File: config.mk
export PLATFORM = sky130hd
export DESIGN_NAME = uart_tx_ctrl
export DESIGN_NICKNAME = d
export VERILOG_FILES = /design/src/rtl/uart_pkg.sv /design/src/rtl/uart_edge_sync.sv /design/src/rtl/uart_tx_ctrl.sv
export SDC_FILE = /design/constraint.sdc
export NUM_CORES = 1
export LEC_CHECK = 0
export CORE_MARGIN = 8
export CORE_UTILIZATION = 35
export CTS_CLUSTER_DIAMETER = 100
export CTS_CLUSTER_SIZE = 12
export DETAILED_ROUTE_END_ITERATION = 16
export HOLD_SLACK_MARGIN = 0.02
export PLACE_DENSITY = 0.66
export SYNTH_ARGS = -nofsm -noshare
export SYNTH_HDL_FRONTEND = slang
export SYNTH_SLANG_ARGS = --single-unit
export TNS_END_PERCENT = 100
File: constraint.sdc
create_clock -name i_clk -period 4 [get_ports i_clk]
set_clock_uncertainty 0.2 [all_clocks]
set_input_delay 0.6 -clock i_clk [delete_from_list [all_inputs] [get_ports i_clk]]
set_output_delay 0.6 -clock i_clk [all_outputs]
set_load 0.05 [all_outputs]
File: src/rtl/uart_pkg.sv
// Shared UART definitions used by the transmit serializer, the baud
// generator and the receive path.
//   tx_state_t  : transmit FSM state encoding
//   CLK_FREQ_HZ, BAUD_RATE, BAUD_DIV : baud constants shared with the generator
package uart_pkg;

   typedef enum logic [2:0] {
      IDLE,
      START,
      DATA,
      PARITY,
      STOP
   } tx_state_t;

   localparam int unsigned CLK_FREQ_HZ = 100_000_000;
   localparam int unsigned BAUD_RATE   = 115_200;
   localparam int unsigned BAUD_DIV    = CLK_FREQ_HZ / BAUD_RATE;

endpackage

File: src/rtl/uart_edge_sync.sv
// Two-flop synchronizer plus edge register for a slow clock-like input that
// is sampled as data. Produces a one-clk pulse per rising edge of i_d,
// 2-3 clk after the edge.
//   i_clk   : system clock
//   i_rst   : asynchronous active-low reset
//   i_d     : asynchronous input level
//   o_rise  : one-clk rising-edge pulse
module uart_edge_sync (
   input  logic i_clk,
   input  logic i_rst,
   input  logic i_d,
   output logic o_rise
);

   // [0],[1] are the synchronizer, [2] is the edge-detect history
   logic [2:0] r_sync;

   always_ff @(posedge i_clk or negedge i_rst) begin
      if (!i_rst) r_sync <= '0;
      else        r_sync <= {r_sync[1:0], i_d};
   end

   assign o_rise = r_sync[1] & ~r_sync[2];

endmodule

File: src/rtl/uart_tx_ctrl.sv
// UART transmit serializer. Each rising edge of i_tx_clk (one bit period)
// advances the frame: start bit, DATA_W data bits LSB first, optional parity,
// STOP_BITS stop bits.
//   i_clk     : system clock
//   i_rst     : asynchronous active-low reset
//   i_tx_clk  : bit-rate clock from the baud generator, sampled as data
//   i_newd    : send request, accepted only while idle
//   i_tx_data : byte captured on the accept cycle
//   o_tx      : serial line, idle high
//   o_busy    : frame in progress
//   o_donetx  : one-clk pulse when the last stop bit period ends
module uart_tx_ctrl
   import uart_pkg::*;
#(
   parameter int DATA_W     = 8,
   parameter int PARITY_EN  = 0,
   parameter int PARITY_ODD = 0,
   parameter int STOP_BITS  = 1
) (
   input  logic              i_clk,
   input  logic              i_rst,
   input  logic              i_tx_clk,
   input  logic              i_newd,
   input  logic [DATA_W-1:0] i_tx_data,
   output logic              o_tx,
   output logic              o_busy,
   output logic              o_donetx
);

   localparam int CNT_W = $clog2(DATA_W + 1);

   tx_state_t          r_state;
   tx_state_t          w_state_nxt;
   logic [DATA_W-1:0]  r_shreg;
   logic               r_par;
   logic [CNT_W-1:0]   r_cnt;
   logic               r_tx;
   logic               r_busy;
   logic               r_done;
   logic               w_tx_nxt;
   logic               w_busy_nxt;
   logic               w_done_nxt;
   logic               w_tick;
   logic               w_accept;
   logic               w_last_data;
   logic               w_last_stop;

   uart_edge_sync u_tick (
      .i_clk  (i_clk),
      .i_rst  (i_rst),
      .i_d    (i_tx_clk),
      .o_rise (w_tick)
   );

   assign w_accept    = (r_state == IDLE) & i_newd;
   assign w_last_data = (r_cnt == CNT_W'(DATA_W - 1));
   // STOP counts STOP_BITS ticks that begin stop bits, then one more that ends the last
   assign w_last_stop = (r_cnt == CNT_W'(STOP_BITS));

   // State register
   always_ff @(posedge i_clk or negedge i_rst) begin
      if (!i_rst) r_state <= IDLE;
      else        r_state <= w_state_nxt;
   end

   // Next state. Each state names the bit that begins on the next tick.
   always_comb begin
      w_state_nxt = r_state;
      case (r_state)
         IDLE:    if (w_accept) w_state_nxt = START;
         START:   if (w_tick) w_state_nxt = DATA;
         DATA:    if (w_tick && w_last_data)
                     w_state_nxt = (PARITY_EN != 0) ? PARITY : STOP;
         PARITY:  if (w_tick) w_state_nxt = STOP;
         STOP:    if (w_tick && w_last_stop) w_state_nxt = IDLE;
         default: w_state_nxt = IDLE;
      endcase
   end

   // Output values for the next cycle; line level only moves on a tick
   always_comb begin
      w_tx_nxt   = r_tx;
      w_busy_nxt = r_busy;
      w_done_nxt = 1'b0;
      case (r_state)
         IDLE: begin
            w_tx_nxt = 1'b1;
            if (w_accept) w_busy_nxt = 1'b1;
         end
         START:  if (w_tick) w_tx_nxt = 1'b0;
         DATA:   if (w_tick) w_tx_nxt = r_shreg[0];
         PARITY: if (w_tick) w_tx_nxt = r_par;
         STOP: begin
            if (w_tick) begin
               w_tx_nxt = 1'b1;
               if (w_last_stop) begin
                  w_busy_nxt = 1'b0;
                  w_done_nxt = 1'b1;
               end
            end
         end
         default: w_tx_nxt = 1'b1;
      endcase
   end

   // Registered outputs and datapath
   always_ff @(posedge i_clk or negedge i_rst) begin
      if (!i_rst) begin
         r_tx    <= 1'b1;
         r_busy  <= 1'b0;
         r_done  <= 1'b0;
         r_shreg <= '0;
         r_par   <= 1'b0;
         r_cnt   <= '0;
      end else begin
         r_tx   <= w_tx_nxt;
         r_busy <= w_busy_nxt;
         r_done <= w_done_nxt;
         if (w_accept) begin
            r_shreg <= i_tx_data;
            r_par   <= (^i_tx_data) ^ 1'(PARITY_ODD);
         end else if (r_state == DATA && w_tick) begin
            r_shreg <= {1'b0, r_shreg[DATA_W-1:1]};
         end
         // Shared counter: data bit index in DATA, stop tick index in STOP;
         // cleared whenever the state moves on
         if (w_tick) begin
            if ((r_state == DATA || r_state == STOP) && w_state_nxt == r_state)
               r_cnt <= r_cnt + CNT_W'(1);
            else
               r_cnt <= '0;
         end
      end
   end

   assign o_tx     = r_tx;
   assign o_busy   = r_busy;
   assign o_donetx = r_done;

endmodule
==> impl_summary.log <==
[metrics] transition time at the pin with the least slew margin: 0.946 ns
[metrics] beginning of the worst register-to-register path: r_state[1]$_DFF_PN0_
[metrics] worst-skew pair later-pin latency: 0.30 ns
[metrics] maximum ir drop on the vdd rail: 0.356 mV
[metrics] Max transition margin: 0.367
[metrics] crit path DAT: 1.64 ns
[metrics] count of endpoints failing hold in the final timing report: 0
[metrics] maxcap violations: 0
[metrics] detailed placement HPWL: 1610 um
[metrics] antenna violation net count after detailed routing: 0
[metrics] post-synthesis cell count: 110
[metrics] Most used DFF post-synth: sky130_fd_sc_hd__dfrtp_1
[metrics] number of enable-type register cells in the synthesized netlist: 0
[metrics] vias per std cell: 4.90
[metrics] Final period util: 0.609
[metrics] met3 Track Usage GR: 0.0355
[metrics] die width: 73.3 um
[metrics] chain of cells forming the critical path: clkdlybuf4s50_1
[metrics] number of buffers created by CTS: 3
[metrics] post-cts resize count: 0
[metrics] fill cell instance count of the final layout: 324
[metrics] Seq cells post-synth: 22
[metrics] total negative slack for setup checks: 0 ns
[metrics] total via count in the routed design: 824
[metrics] share of final-layout standard cells stronger than drive strength 1: 0.0984
[metrics] Buf/Inv on CP: 1
[metrics] number of detailed-route iterations in the first pass: 4
[metrics] global-route congestion overflow total: 0
[metrics] GRT Resource Usage Total: 0.0853
[metrics] floorplan die height: 73.3 um
[metrics] area share of the leading cell type in the synthesized netlist: 0.457
[metrics] Initial Util: 0.356
[metrics] Register Area: 552 um2
[metrics] worst hold path depth: 0
[metrics] time the worst path needs with I/O delays and setup: 2.44 ns
[metrics] residual DRC count: 0
[metrics] static leakage power: 0.539 nW
[metrics] number of H-tree branching levels: 1
[metrics] Reg clk slew, reported paths: 0.12 ns
[metrics] critical setup path kind: flop to output pin
[metrics] worst hold path class: flop to flop
[metrics] Post-Syn Area per Cell: 10.5 um2
[metrics] CP Max Fanout: 2
[metrics] Final #Nets: 137
[metrics] Slowest cell on crit path: sky130_fd_sc_hd__clkdlybuf4s50_1
[metrics] yosys synthesis warning count: 0
[metrics] Clock Tree Root: sky130_fd_sc_hd__clkbuf_4
[metrics] upper clock frequency limit: 410 MHz
[metrics] depth of the worst register-to-register path: 3
[metrics] count of distinct cell types in the synthesized netlist: 37
[metrics] status: finished, final reports clean
[metrics] delay-heaviest family, CP: buffers and inverters
[metrics] CTS tree: yes
[metrics] clock net sink count: 22
[metrics] I/O pin cnt: 15
[metrics] setup-violating endpoint count in the final report: 0
[metrics] multi-input gate area in the final layout: 541 um2
[metrics] CP required: 3.20 ns
[metrics] top cells by area, synth: sky130_fd_sc_hd__dfrtp_1, sky130_fd_sc_hd__mux2i_1, sky130_fd_sc_hd__xnor2_1, sky130_fd_sc_hd__nand2_1, sky130_fd_sc_hd__dfstp_2
[metrics] largest net degree at the start of global routing: 23
[metrics] Total Die Area: 5380 um2
[metrics] Port Buffer Count: 14
[metrics] total count of max-transition violations in the final report: 0
[metrics] vias in the first global route: 810
[metrics] final hold slack: 0.173 ns
[metrics] initial antenna violation count: 0
[metrics] library cell occupying the most area in the post-synthesis netlist: sky130_fd_sc_hd__dfrtp_1
[metrics] number of design-rule violations left by the first detailed-router iteration: 19
[metrics] kind of capture point of the worst setup path: output pin
[metrics] startpoint type of the worst setup path: flop
[metrics] RD Place Congestion: 0.770
[metrics] unrepaired setup endpoints after global routing: no
[metrics] hold wc startpoint: u_tick.r_sync[0]$_DFF_PN0_
[metrics] count of buffers added by post-CTS timing repair for setup: 0
[metrics] antenna cell count: 0
[metrics] register area share after synthesis: 0.480
[metrics] power per cell area: 559 nW/um2
[metrics] Std-Cell Core Area: 3230 um2
[metrics] final wirelength: 2100 um
[metrics] busiest metal layer after global routing: met2
[metrics] area overhead of the layout relative to synthesis: 17.3%
[metrics] register-to-register setup slack: 1.73 ns
[metrics] area of the mapped netlist: 1150 um2
[metrics] terminating pin of the worst hold path: u_tick.r_sync[1]$_DFF_PN0_
[metrics] first-pass GRT wire length: 3620 um
[metrics] destination of the worst register-to-register timing path: r_shreg[7]$_DFFE_PN0P_
[metrics] buffers from clock root to sink, at most: 2
[metrics] fraction of met1 tracks used by global routing: 0.0962
[metrics] Net Count, Synth: 124
[metrics] average wire per cell in the routed design: 12.5 um
[metrics] row count: 21
[metrics] global-route met2 utilization: 0.145
[metrics] delay contributed by the slowest stage of the critical path: 0.80 ns
[metrics] hold_buf cts: 0
[metrics] share of flip-flops with an asynchronous set or reset after synthesis: 1.00
how the worst max path moves through the flow:
stage | cells past startpoint | start | slack [ns] | end
final | 1 | o_tx$_DFFE_PN1P_ | 1.56 | o_tx
after global routing | 5 | i_newd | 1.51 | r_shreg[1]$_DFFE_PN0P_
after CTS | 1 | o_tx$_DFFE_PN1P_ | 1.53 | o_tx
after detailed placement | 4 | i_newd | 1.32 | r_shreg[7]$_DFFE_PN0P_
after global placement | 4 | i_newd | 1.37 | r_shreg[7]$_DFFE_PN0P_
after floorplan | 5 | r_cnt[0]$_DFFE_PN0P_ | 2.16 | r_cnt[2]$_DFFE_PN0P_
Yosys cell counts, types with 2 or more instances:
master / instances
sky130_fd_sc_hd__nor2_1: 3
sky130_fd_sc_hd__buf_2: 4
sky130_fd_sc_hd__a21oi_1: 3
sky130_fd_sc_hd__o21ai_0: 5
sky130_fd_sc_hd__ha_1: 2
sky130_fd_sc_hd__inv_1: 6
sky130_fd_sc_hd__o21ai_1: 5
sky130_fd_sc_hd__nand3_1: 3
sky130_fd_sc_hd__dfrtp_1: 21
sky130_fd_sc_hd__buf_4: 2
sky130_fd_sc_hd__nand2b_1: 3
sky130_fd_sc_hd__xnor2_1: 8
sky130_fd_sc_hd__mux2i_1: 7
sky130_fd_sc_hd__nand2_1: 15
state kept, by name, indices dropped and copies added, names as in the netlist:
signal and count:
r_par 1, r_state 3, o_donetx 1, r_shreg 8
r_cnt 4, u_tick.r_sync 3, o_tx 1, o_busy 1
stage by stage:
stage	setup slack (ns)	power, mW	area, um2	cells	util
after detailed placement	1.32	0.642	1310	164	0.406
after floorplan	2.16	0.583	1150	110	-
after global routing	1.51	0.811	1350	168	0.417
after CTS	1.53	0.763	1350	168	0.417
after global placement	1.37	0.635	1310	164	0.406
final	1.56	0.754	1350	168	0.417
kinds of logic after synthesis:
| group | count (synthesis) | synth area share |
|---|---|---|
| AOI/OAI and AO/OA | 25 | 0.163 |
| buffers and inverters | 12 | 0.0500 |
| adders and majority gates | 2 | 0.0218 |
| muxes | 7 | 0.0609 |
| DFF | 22 | 0.480 |
| xor gates and xnor gates | 8 | 0.0609 |
| and+or+nand+nor | 34 | 0.163 |
routing by layer:
layer / part of all wire / routed length (um)
met2: 0.48 / 1000
met3: 0.056 / 117
met1: 0.46 / 961
met4: 0.0076 / 16
met5: 0 / 0
layout by cell type, fill, tap and decap left out, drive strengths merged, types with 2 or more instances in the layout:
cell            n
nand3           3
nor2            3
o21ai          10
clkbuf          4
nor4b           2
xnor2           8
mux2i           7
inv             6
nand2          15
a21oi           3
ha              2
clkdlybuf4s50  14
nand2b          3
dfrtp          21
power by group:
part | leakage, nW | switching [mW] | total (mW) | internal, mW
clock network | 0.0210 | 0.0639 | 0.119 | 0.0555
registers | 0.276 | 0.0697 | 0.357 | 0.288
logic | 0.242 | 0.145 | 0.278 | 0.132
total | 0.539 | 0.279 | 0.754 | 0.475
final cells by class:
type / count / area share
Sequential cell: 22 / 0.409
Multi-Input combinational cell: 76 / 0.401
Timing Repair Buffer: 14 / 0.104
Tap cell: 46 / 0.0427
Clock buffer: 4 / 0.0269
Inverter: 6 / 0.0167
Note: power is estimated with default switching activity, not from simulation.
